$ cat src/rtl/ifetch_queue_if.sv
// ifetch_queue_if: IMEM fetch port, redirect request and decode-side valid/ready bundle.
interface ifetch_queue_if;
    logic [31:0] Instr_Addr;
    logic [31:0] Instr_rdata;
    logic        redirect_valid;
    logic [31:0] redirect_pc;
    logic        out_valid;
    logic        out_ready;
    logic [31:0] out_pc;
    logic [31:0] out_instr;
    modport master (
        output Instr_Addr, out_valid, out_pc, out_instr,
        input  Instr_rdata, redirect_valid, redirect_pc, out_ready
    );
    modport slave (
        input  Instr_Addr, out_valid, out_pc, out_instr,
        output Instr_rdata, redirect_valid, redirect_pc, out_ready
    );
endinterface

$ cat src/rtl/ifetch_queue.sv
// ifetch_queue: owns the fetch PC, drives IMEM and buffers {pc, instr} pairs for decode.
module ifetch_queue #(
    parameter logic [31:0] RESET_PC = 32'h0000_0000,
    parameter int          DEPTH    = 2
) (
    input logic            clk,
    input logic            reset_n,
    ifetch_queue_if.master bus
);
    localparam int AW = $clog2(DEPTH);
    localparam int CW = AW + 1;
    logic [31:0]   fetch_pc_q, fetch_pc_d;
    logic [AW-1:0] rd_ptr_q, rd_ptr_d, wr_ptr_q, wr_ptr_d;
    logic [CW-1:0] count_q, count_d;
    logic [31:0]   pc_q [DEPTH];
    logic [31:0]   pc_d [DEPTH];
    logic [31:0]   instr_q [DEPTH];
    logic [31:0]   instr_d [DEPTH];
    logic          out_valid, enq, deq;
    logic          unused_low_bits;
    assign unused_low_bits = ^bus.redirect_pc[1:0];
    always_comb begin
        out_valid = count_q != '0;
        deq = out_valid & bus.out_ready;
        enq = !bus.redirect_valid & ((count_q < CW'(DEPTH)) | deq);
        pc_d = pc_q;
        instr_d = instr_q;
        if (enq) begin
            pc_d[wr_ptr_q] = fetch_pc_q;
            instr_d[wr_ptr_q] = bus.Instr_rdata;
        end
        // Redirect flushes everything and silently word-aligns the target.
        fetch_pc_d = bus.redirect_valid ? {bus.redirect_pc[31:2], 2'b00}
                   : enq ? fetch_pc_q + 32'd4 : fetch_pc_q;
        rd_ptr_d = bus.redirect_valid ? '0 : rd_ptr_q + AW'(deq);
        wr_ptr_d = bus.redirect_valid ? '0 : wr_ptr_q + AW'(enq);
        count_d  = bus.redirect_valid ? '0 : count_q + CW'(enq) - CW'(deq);
    end
    always_ff @(posedge clk or negedge reset_n) begin
        if (!reset_n) begin
            fetch_pc_q <= RESET_PC;
            rd_ptr_q   <= '0;
            wr_ptr_q   <= '0;
            count_q    <= '0;
            pc_q       <= '{default: '0};
            instr_q    <= '{default: '0};
        end else begin
            fetch_pc_q <= fetch_pc_d;
            rd_ptr_q   <= rd_ptr_d;
            wr_ptr_q   <= wr_ptr_d;
            count_q    <= count_d;
            pc_q       <= pc_d;
            instr_q    <= instr_d;
        end
    end
    assign bus.Instr_Addr = fetch_pc_q;
    assign bus.out_valid  = out_valid;
    assign bus.out_pc     = pc_q[rd_ptr_q];
    assign bus.out_instr  = instr_q[rd_ptr_q];
endmodule

$ cat src/flat_wrapper.sv
// flat-port wrapper written by rule: the top's interface ports become plain ports
module ifetch_queue_flat 
#(
    parameter logic [31:0] RESET_PC = 32'h0000_0000,
    parameter int          DEPTH    = 2
)
  (clk, reset_n, bus_Instr_Addr, bus_out_valid, bus_out_pc, bus_out_instr, bus_Instr_rdata, bus_redirect_valid, bus_redirect_pc, bus_out_ready);
  ifetch_queue_if bus_i ();
  input logic clk;
  input logic reset_n;
  output wire logic [$bits(bus_i.Instr_Addr)-1:0] bus_Instr_Addr;
  output wire logic [$bits(bus_i.out_valid)-1:0] bus_out_valid;
  output wire logic [$bits(bus_i.out_pc)-1:0] bus_out_pc;
  output wire logic [$bits(bus_i.out_instr)-1:0] bus_out_instr;
  input wire logic [$bits(bus_i.Instr_rdata)-1:0] bus_Instr_rdata;
  input wire logic [$bits(bus_i.redirect_valid)-1:0] bus_redirect_valid;
  input wire logic [$bits(bus_i.redirect_pc)-1:0] bus_redirect_pc;
  input wire logic [$bits(bus_i.out_ready)-1:0] bus_out_ready;
  assign bus_Instr_Addr = bus_i.Instr_Addr;
  assign bus_out_valid = bus_i.out_valid;
  assign bus_out_pc = bus_i.out_pc;
  assign bus_out_instr = bus_i.out_instr;
  assign bus_i.Instr_rdata = bus_Instr_rdata;
  assign bus_i.redirect_valid = bus_redirect_valid;
  assign bus_i.redirect_pc = bus_redirect_pc;
  assign bus_i.out_ready = bus_out_ready;
  ifetch_queue #(.RESET_PC(RESET_PC), .DEPTH(DEPTH)) u_core (.clk(clk), .reset_n(reset_n), .bus(bus_i));
endmodule
$ cat config.mk
export PLATFORM = sky130hd
export DESIGN_NAME = ifetch_queue_flat
export DESIGN_NICKNAME = d
export VERILOG_FILES = /design/src/rtl/ifetch_queue_if.sv /design/src/rtl/ifetch_queue.sv /design/src/flat_wrapper.sv
export SDC_FILE = /design/constraint.sdc
export NUM_CORES = 1
export LEC_CHECK = 0
export CAP_MARGIN = 10
export CORE_MARGIN = 2
export CORE_UTILIZATION = 30
export DETAILED_ROUTE_END_ITERATION = 10
export PLACE_DENSITY_LB_ADDON = 0.1
export SETUP_SLACK_MARGIN = 0.2
export SYNTH_ARGS = -nofsm -noshare
export SYNTH_HDL_FRONTEND = slang
export SYNTH_SLANG_ARGS = --single-unit
$ cat constraint.sdc
create_clock -name clk -period 2.4 [get_ports clk]
set_clock_uncertainty 0.15 [all_clocks]
set_input_delay 0.6 -clock clk [delete_from_list [all_inputs] [get_ports clk]]
set_output_delay 0.6 -clock clk [all_outputs]
set_load 0.05 [all_outputs]
# [Yosys cells after proc, flatten, opt, wreduce, memory -nomap -nowiden]
# Index checks and enable logic that the tools add are counted.
[totals] regBits=164 output_inout_bits=97 input_bits=68 wordCells=41
[op_classes] n_bitwise=5 n_reduce_logical=4 order_cmp=4 muxes=15 add_sub_neg=5
[op_table] op="32-bit 2-to-1 mux" count=9
[op_table] op="64-bit bitwise mux" count=2
[op_table] op="32-bit by 3-bit adder with 32-bit output (second input constant)" count=1
[op_table] op="32-bit demux with 1-bit select" count=1
[op_table] op="2-bit greater-or-equal comparator (second input constant)" count=2
[op_table] op="1-bit inverter with 2-bit output" count=2
[op_table] op="2-bit nonzero test" count=2
[op_table] op="1-bit adder" count=2
[op_table] op="2-bit by 1-bit adder with 2-bit output" count=1
[op_table] op="1-bit bitwise AND" count=2
[op_table] op="2-bit by 1-bit less-than comparator with 1-bit output (second input constant)" count=1
[op_table] op="2-bit less-than comparator (second input constant)" count=1
[op_table] op="1-bit 2-to-1 mux" count=2
[op_table] op="2-bit 2-to-1 mux" count=1
[op_table] op="2-bit by 1-bit subtractor with 2-bit output" count=1
[op_table] op="1-bit logical AND" count=1
[op_table] op="1-bit logical NOT" count=1
[op_table] op="1-bit OR" count=1

# [Logic depth before layout (Yosys ltp)]
[depth] ltp_word=7 mapped_depth=8 depth_no_buf=8

# [Worst setup path before layout]
# No wires, ideal clock.
[synth_timing] path_type="in2reg" startpoint="in bus_redirect_valid" endpoint="reg u_core.pc_q[17] in the netlist's numbering" path_stages=7 slack_ps=-156 setup_ps=125 arrival_ps=2281 t_required_ps=2125 path_buffers=4 cell_sequence="clkbuf_1 > buf_1 > nor2_1 > ha_1 > clkbuf_1 > clkbuf_1 > mux2_2"
[synth_between] elab_chain_len=2
[synth_lines] element="start, declared" line="flat_wrapper.sv:16" text="input wire logic [$bits(bus_i.redirect_valid)-1:0] bus_redirect_valid;"
[synth_lines] element="1-bit logical NOT" line="ifetch_queue.sv:25" text="enq = !bus.redirect_valid & ((count_q < CW'(DEPTH)) | deq);"
[synth_lines] element="1-bit bitwise AND" line="ifetch_queue.sv:25"
[synth_lines] element="end signal, assigned" line="ifetch_queue.sv:52" text="pc_q <= pc_d;"
[synth_lines] element="end, declared" line="ifetch_queue.sv:15" text="logic [31:0] pc_q [DEPTH];"
# Every way passes these cells.
# A chain may end at the register's enable or synchronous reset.

# [Worst setup path after layout]
[layout_timing] startpoint="reg u_core.rd_ptr_q" endpoint="out bus_out_pc[31]"
[layout_between] elab_chain_len=4
[layout_lines] element="start, declared" line="ifetch_queue.sv:13" text="logic [AW-1:0] rd_ptr_q, rd_ptr_d, wr_ptr_q, wr_ptr_d;"
[layout_lines] element="start signal, assigned" line="ifetch_queue.sv:49" text="rd_ptr_q <= rd_ptr_d;"
[layout_lines] element="1-bit inverter with 2-bit output (implied by the code)" line="ifetch_queue.sv:58" text="assign bus.out_pc = pc_q[rd_ptr_q];"
[layout_lines] element="32-bit 2-to-1 mux (implied by the code) (3 in series)" line="ifetch_queue.sv:58"
[layout_lines] element="end, declared" line="flat_wrapper.sv:13" text="output wire logic [$bits(bus_i.out_pc)-1:0] bus_out_pc;"
# Every way passes these cells. The select of a mux whose other input is x is not followed.

==> results.sh <==
export IMPL_yosys_area_top_type="dfrtp_1"
export IMPL_avgRoutedWirePerCell_um=18.1
export IMPL_cts_inserted_buffers=17
export IMPL_cp_max_fo=11
export IMPL_dr_first_iter_drc_count=209
export IMPL_numPortBuffers=158
export IMPL_htreeDepth=4
export IMPL_cp_start_kind="register"
export IMPL_rsz0062_at_grt="true"
export IMPL_die_area_mm2=0.0262
export IMPL_fillers=2283
export IMPL_arrival_ps=1720
export IMPL_ys_flop_type="dfrtp_1"
export IMPL_start_util_pct=30.6
export IMPL_drtAntennaViolNets=0
export IMPL_netlist_cell_type_count=40
export IMPL_drcViolationCount=0
export IMPL_dpl_cell_count=1070
export IMPL_track_usage_pct=15.6
export IMPL_grt_pass1_wl_um=32300
export IMPL_grt_max_degree=59
export IMPL_die_h_um=162
export IMPL_synthCells=588
export IMPL_post_route_min_period_ps=2470
export IMPL_clk_latency_ps=420
export IMPL_detailroute_via_count=5439
export IMPL_setup_viol=53
export IMPL_failed_checks="negative setup slack"
export IMPL_maxCapViolCount=0
export IMPL_core_rowCount=57
export IMPL_status="finished, violations left"
export IMPL_grt_ovfl_total=0
export IMPL_synth_most_common_cell="mux2_2"
export IMPL_worstMarginPinSlew_ps=522
export IMPL_hp_class="reg -> reg"
export IMPL_synth_warning_count=0
export IMPL_ys_seq_area_share_pct=52.9
export IMPL_dr_pass1_iters=4
export IMPL_fmax_mhz=405
export IMPL_syn_to_final_growth_pct=41.7
export IMPL_final_cells=1113
export IMPL_critPathCaptureType="output port"
export IMPL_powerDensity_mw_per_mm2=1310
export IMPL_power_leakage_nw=4.41
export IMPL_irDropWorstVdd_v=0.000696
export IMPL_finalWorstSetupSlack_ps=-70.1
export IMPL_ys_ff_latch=158
export IMPL_via_per_inst=4.89
export IMPL_fin_crit_sh_pct=103
export IMPL_detailed_place_hpwl_um=13300
export IMPL_num_nets_final=849
export IMPL_syn_area_mm2=0.00747
export IMPL_io_pins=165
export IMPL_finalMaxSlewViolations=0
export IMPL_required_ps=1650
export IMPL_netlist_top_cells_count="mux2_2, dfrtp_1, nand2_1, clkbuf_1, nand3_1"
export IMPL_n_antenna_cell=0
export IMPL_avgSynthCellArea_um2=12.7
export IMPL_core_mm2=0.0244
export IMPL_cts_tree="done"
export IMPL_cts_root_buf="clkbuf_16"
export IMPL_layout_drive_gt1_share_pct=46.4
export IMPL_routed_wl_um=20200
export IMPL_antenna_found_initial=0
export IMPL_synthArstFlopShare_pct=100
export IMPL_slew_headroom_pct=65.2
export IMPL_cts_sinks=158
export IMPL_cts_buffer_depth=2
export IMPL_first_global_vias=5836
export IMPL_clk_pin_slew_ps=60
export IMPL_synth_edf_count=0
export IMPL_r2r_slack_ps=340
export IMPL_total_power_mw=13.8
export IMPL_gp_congestion=0.758
export IMPL_synth_top_cell_area_share_pct=52.9
export IMPL_yosys_top_cells_area="dfrtp_1, mux2_2, nand2_1, nand3_1, clkbuf_1"
export IMPL_hold_violations=0
export IMPL_chipWidth_um=162
export IMPL_critical_path_class="reg -> out"
## per-layer routing
| layer | vias up | global-route usage, % | routed length (um) |
|---|---|---|---|
| met4 | 0 | 4.71 | 244 |
| met3 | 18 | 3.45 | 993 |
| li1 | 2514 | - | - |
| met2 | 152 | 25.2 | 9580 |
| met5 | - | 0 | 0 |
| met1 | 2755 | 20.9 | 9360 |
## sequential cells by signal, summed over array words and instances (netlist names)
name / flops
u_core.count_q: 2
u_core.instr_q: 64
u_core.pc_q: 60
u_core.rd_ptr_q: 1
u_core.wr_ptr_q: 1
u_core.bus.Instr_Addr: 30
## cell families after synthesis
kind of cell / after synthesis / synth area share (%)
flops: 158 / 52.9
simple gates: 131 / 9.63
xor+xnor: 11 / 1.29
fa+ha+maj: 5 / 0.838
other cells: 1 / 0.0502
mux: 187 / 28.2
compound gates: 45 / 4.04
buf+inv: 50 / 3.05
## cell type report
cell class                      instances  area [um2]  share of cell area (%)
Clock buffer                           20         437                    4.13
Inverter                                8        30.0                   0.284
Timing Repair Buffer                  207        2180                    20.6
Sequential cell                       158        3970                    37.5
Tap cell                              324         405                    3.83
Multi-Input combinational cell        384        3350                    31.7
Clock inverter                         12         210                    1.99
## cell usage in the layout, fill, tap and decap left out, types with 5 or more instances in the layout
cell type        netlist  layout
o21ai_0               12      12
o31ai_1               11      11
mux2_2               186     184
buf_4                  6      56
nand4_1               11      11
xnor2_1                5       5
a31oi_1                8       8
a22oi_1                6       6
inv_1                  8       8
nand2_1               30      30
nor2b_1                8       8
dfrtp_1              158     151
dfrtp_2                0       6
clkdlybuf4s50_1        0      63
bufinv_16              0       5
buf_12                 0      14
clkbuf_16              0      18
dlygate4sd2_1          0       5
or4_1                 12      12
xor2_1                 6       6
nand3_1               22      22
and3_1                 9       7
buf_6                  2      55
nor2_1                18      17
## report_power, final
part           switching, mW  total, mW  leakage [nW]  internal, mW
clock                   1.15       3.02         0.303          1.86
combinational           3.71       6.66          2.26          2.96
sequential             0.536       4.16          1.85          3.63
## path summary, 6_finish.rpt
| path | startpoint | end | cells past startpoint |
|---|---|---|---|
| setup / recovery | u_core.rd_ptr_q | bus_out_pc[31] | 4 |
| hold / removal | u_core.pc_q[51] | u_core.pc_q[51] | 1 |
| setup reg to reg | u_core.bus.Instr_Addr[10] | u_core.bus.Instr_Addr[27] | 5 |
| hold reg to reg | u_core.pc_q[51] | u_core.pc_q[51] | 1 |
| max in group asynchronous | reset_n | u_core.instr_q[48] | 3 |
| min in group asynchronous | reset_n | u_core.instr_q[9] | 2 |
## critical path, cell delays in order, from the launching register on
cell and delay (ps):
dfrtp_4 530, buf_6 140, buf_12 140, mux2_4 330
buf_8 160
## stage by stage
step	setup WS (ps)	TNS, ps	cell area (um2)	hold WS, ps	utilization, %
final	-70.1	-2170	10600	351	43.4
after global routing	-114	-5170	10600	364	43.4
after CTS	-87.0	-3610	10500	356	43.2
after detailed placement	-166	-5900	9560	340	39.2
after global placement	-142	-4400	9560	333	39.2
after floorplan	180	0	7540	154	-
## timing repair
action | in CTS | in global routing
setup buffers | 5 | 1
endpoints found under the hold margin | 14 | 0
gates resized for setup | 76 | 9
hold buffers | 1 | 0
cloned | 2 | 2
pin swaps | 0 | 2
setup endpoints to repair | 73 | 70
Power figures use the tool's default switching activity.
